===== src/rtl/truth_table_sequencer.sv =====
// Purpose : sweeps w,x,y,z through rows 0..15, waits a settle window per row,
//           captures the function block result f_in and offers it as {row_idx,row_data}.
// Latency : first row_valid SETTLE clocks after start; row period SETTLE+1 clocks with row_ready held high.
// Backpressure: row_valid/row_idx/row_data and w,x,y,z hold while row_ready is low; sweep stalls.
//
// Ports:
//   clk, rst_n      clock (rising edge), asynchronous active-low reset
//   start, abort    begin a sweep (IDLE only) / synchronous cancel to IDLE from any state
//   w, x, y, z      stimulus; {w,x,y,z} is the current row number, w is the MSB
//   f_in            function block outputs, bit i = Fi
//   row_valid/row_ready/row_idx/row_data   captured-row output handshake
//   busy, done      busy in SETTLE/EMIT; done is a one-clock pulse after row 15 is accepted
module truth_table_sequencer #(
  parameter int SETTLE  = 12,
  parameter int NUM_OUT = 10
) (
  input  logic               clk,
  input  logic               rst_n,
  input  logic               start,
  input  logic               abort,
  output logic               w,
  output logic               x,
  output logic               y,
  output logic               z,
  input  logic [NUM_OUT-1:0] f_in,
  output logic               row_valid,
  input  logic               row_ready,
  output logic [3:0]         row_idx,
  output logic [NUM_OUT-1:0] row_data,
  output logic               busy,
  output logic               done
);

  // A settle window shorter than one clock is meaningless; clamp to 1.
  localparam int SETTLE_EFF = (SETTLE < 1) ? 1 : SETTLE;
  localparam int CNT_W      = $clog2(SETTLE_EFF + 1);
  localparam logic [CNT_W-1:0] CNT_LAST = CNT_W'(SETTLE_EFF - 1);

  typedef enum logic [1:0] {
    S_IDLE,
    S_SETTLE,
    S_EMIT,
    S_DONE
  } state_t;

  state_t           state;
  logic [3:0]       idx;   // current stimulus row, drives w,x,y,z directly
  logic [CNT_W-1:0] cnt;   // clocks spent in the current settle window

  assign {w, x, y, z} = idx;

  always_ff @(posedge clk or negedge rst_n) begin
    if (!rst_n) begin
      state     <= S_IDLE;
      idx       <= 4'd0;
      cnt       <= '0;
      row_valid <= 1'b0;
      row_idx   <= 4'd0;
      row_data  <= '0;
      busy      <= 1'b0;
      done      <= 1'b0;
    end else if (abort) begin
      // Abort wins over start and over a same-cycle handshake; stimulus holds.
      state     <= S_IDLE;
      row_valid <= 1'b0;
      busy      <= 1'b0;
      done      <= 1'b0;
    end else begin
      case (state)
        S_IDLE: begin
          done <= 1'b0;
          if (start) begin
            idx   <= 4'd0;
            cnt   <= '0;
            busy  <= 1'b1;
            state <= S_SETTLE;
          end
        end

        S_SETTLE: begin
          cnt <= cnt + 1'b1;
          // The edge that ends the window is the SETTLE-th edge after the row change.
          if (cnt == CNT_LAST) begin
            row_data  <= f_in;
            row_idx   <= idx;
            row_valid <= 1'b1;
            state     <= S_EMIT;
          end
        end

        S_EMIT: begin
          if (row_ready) begin
            row_valid <= 1'b0;
            if (idx == 4'hF) begin
              busy  <= 1'b0;
              done  <= 1'b1;
              state <= S_DONE;
            end else begin
              idx   <= idx + 4'd1;
              cnt   <= '0;
              state <= S_SETTLE;
            end
          end
        end

        S_DONE: begin
          done  <= 1'b0;
          state <= S_IDLE;
        end

        default: begin
          state     <= S_IDLE;
          row_valid <= 1'b0;
          busy      <= 1'b0;
          done      <= 1'b0;
        end
      endcase
    end
  end

endmodule


===== config.mk =====
export PLATFORM = sky130hd
export DESIGN_NAME = truth_table_sequencer
export DESIGN_NICKNAME = d
export VERILOG_FILES = /design/src/rtl/truth_table_sequencer.sv
export SDC_FILE = /design/constraint.sdc
export NUM_CORES = 1
export LEC_CHECK = 0
export ABC_AREA = 1
export ABC_CLOCK_PERIOD_IN_PS = 3500
export CORE_MARGIN = 3
export CORE_UTILIZATION = 52
export DETAILED_ROUTE_END_ITERATION = 10
export GPL_TIMING_DRIVEN = 1
export PLACE_DENSITY_LB_ADDON = 0.1
export SYNTH_ARGS = -nofsm -noshare
export SYNTH_HDL_FRONTEND = slang
export SYNTH_SLANG_ARGS = --single-unit

===== constraint.sdc =====
create_clock -name clk -period 3.5 [get_ports clk]
set_clock_uncertainty 0.1 [all_clocks]
set_input_delay 0.35 -clock clk [delete_from_list [all_inputs] [get_ports clk]]
set_output_delay 0.35 -clock clk [all_outputs]
set_load 0.02 [all_outputs]

==> results.ini <==
[global_route]
grt_pass1_wl_mm = 5.55
grt_util_all_layers = 0.206
grt_pass1_vias = 1309
gr-total-overflow = 0
antenna_found_initial = 0
grt_max_degree = 28

[clocking]
cts_resized = 0
htree_num_levels = 1
clock-root-buffer = clkbuf_4
cts_setup_buffers = 0
clock_path_buffers = 2
clk_latency_ns = 0.32
cts_tree = done
clock-sinks = 27
cts_buffers = 3
clk_pin_slew_ns = 0.15
postCtsHoldBufs = 0

[setup_path]
critical_path_class = reg2out
path_cells = clkdlybuf4s50_1
crit_path_end_kind = output port
slowest_delay_ns = 0.67
critPathSlowestCell = clkdlybuf4s50_1
worstPathArrival_ns = 1.51
crit_family = buffers and inverters
rrSetupSlack_ns = 1.66
cp.required_ns = 3.05
path_max_fanout = 8
critPathLaunchType = flip-flop
crit_buf_inv = 1

[synth]
syn_area_um2 = 1440
synth_area_leaders = dfrtp_1, nand2_1, nand3_1
syn_avg_cell_area_um2 = 8.03
synthDistinctLibCells = 24
synth_top_area_cell = dfrtp_1
ys_ff_latch = 27
ys_seq_area_frac = 0.470
synth_nets = 200
synth.top_cell.area_share = 0.470
ys_warn_count = 0
synthCells = 179

[finish]
final_util = 0.715
syn2layout_area_growth_pct = 26.6
seq_area_um2 = 676
fillerInstances = 198
multi_input_area_um2 = 653
antenna_cells = 0
fin_nets = 236
drive_gt1_frac = 0.0748

[floorplanning]
die-area_um2 = 3430
fp.dieH_um = 58.6
io_pins = 36
core-area_um2 = 2540
std_cell_rows = 18
initial_utilization = 0.565
die_w_um = 58.6

[power_and_ir_drop]
p_per_area_nw_per_um2 = 514
peakVddDrop_v = 0.000403
leakagePower_nw = 0.955

[sta]
rsz0062_at_grt = false
setup_viol = 0
finalCritPeriodShare = 0.561
hold_viol = 0
tightest_slew_ns = 0.369
drv_slew = 0
max_slew_margin = 0.754
fin_crit_ns = 1.96
tns_ns = 0
fmax_ghz = 0.509

[route]
post_drt_wl_per_cell_um = 12.9
drc_errors = 0
drtIter0Drc = 62
wl_mm = 3.14
num_vias = 1290
antenna_left = 0
drt-pass1-iter-count = 4
viasPerCell = 5.29

[job]
max_cap_violations = 0

[status]
status = complete, no violations

[hold_path]
hp-class = in2async

[place]
globalplace.congestion = 0.950
port_buffers = 35
hpwl_mm = 2.41

==> layout make-up <==
class                      instances  area share
clock buffer                       4      0.0144
timing repair buffer              36       0.197
tap                               30      0.0206
sequential                        27       0.371
multi-input combinational        129       0.359
inverter                          18      0.0385
==> flip-flops by register name, summed over array words and instances, names as in the netlist <==
register   cells
busy           1
cnt            4
done           1
idx            4
row_data      10
row_idx        4
row_valid      1
state          2
==> through the flow <==
step           hold WS (ns)  power (mW)  cell area, um^2  std cells  setup slack [ns]
3_5_place_dp          0.360       0.807             1790        240              1.68
3_3_place_gp          0.352       0.787             1790        240              1.76
6_report              0.270       0.937             1820        244              1.54
2_1_floorplan       -0.0456       0.679             1440        179              1.98
4_1_cts               0.277       0.943             1820        244              1.52
5_1_grt               0.281        1.01             1820        244              1.47
==> cell usage after synthesis <==
master	count
a21oi_1	1
buf_2	1
buf_4	3
buf_6	1
dfrtp_1	27
ha_1	6
inv_1	14
inv_2	3
inv_4	1
nand2_1	64
nand2_2	1
nand2_4	2
nand3_1	26
nand3_2	1
nand3b_1	2
nand4_1	2
nand4_2	1
nor2_1	6
nor2_2	2
nor2_4	1
o21ai_0	7
o21ai_1	5
xnor2_1	1
xor2_1	1
==> placed cells by master (no fill, tap or decap) <==
cell type         n
inv_1            14
nand2_4           2
ha_1              6
clkbuf_4          3
buf_4             1
nor2_1            6
nand3_1          26
o21ai_0           7
xor2_1            1
clkdlybuf4s50_1  35
nand3_2           1
nand2_2           1
xnor2_1           1
o21ai_1           5
clkbuf_1          1
nand4_1           2
nand3b_1          2
nand2_1          64
a21oi_1           1
inv_2             3
nor2_4            1
inv_4             1
dfrtp_1          27
nand4_2           1
nor2_2            2
==> report_power, final <==
part	internal [mW]	switching, mW
sequential	0.354	0.0466
combinational	0.153	0.248
clock	0.0446	0.0895
total	0.552	0.384
==> metal layers <==
metal / track usage / vias up / part of all wire
met1: 0.248 / 601 / 0.41
met4: 0.0712 / 0 / 0.013
met5: 0 / - / 0
met2: 0.372 / 45 / 0.51
met3: 0.0351 / 6 / 0.059
li1: - / 638 / -
==> logic make-up (layout without fill, tap and decap cells) <==
logic type	after synthesis	after routing	synth area share
flops	27	27	0.470
xor+xnor	2	2	0.0122
buf+inv	23	58	0.0757
compound gates	13	13	0.0452
fa+ha+maj	6	6	0.0522
simple gates	108	108	0.345
==> path summary, 6_finish.rpt <==
check	start	end	depth (start not counted)
min	rst_n	row_valid	2
max reg2reg	state[0]	cnt[2]	9
min in group clk	row_data[0]	row_data[0]	2
max	idx[2]	x	1
max in group asynchronous	rst_n	idx[3]	2
min reg2reg	row_data[0]	row_data[0]	2
No activity file was read; power rests on OpenSTA's default activity.
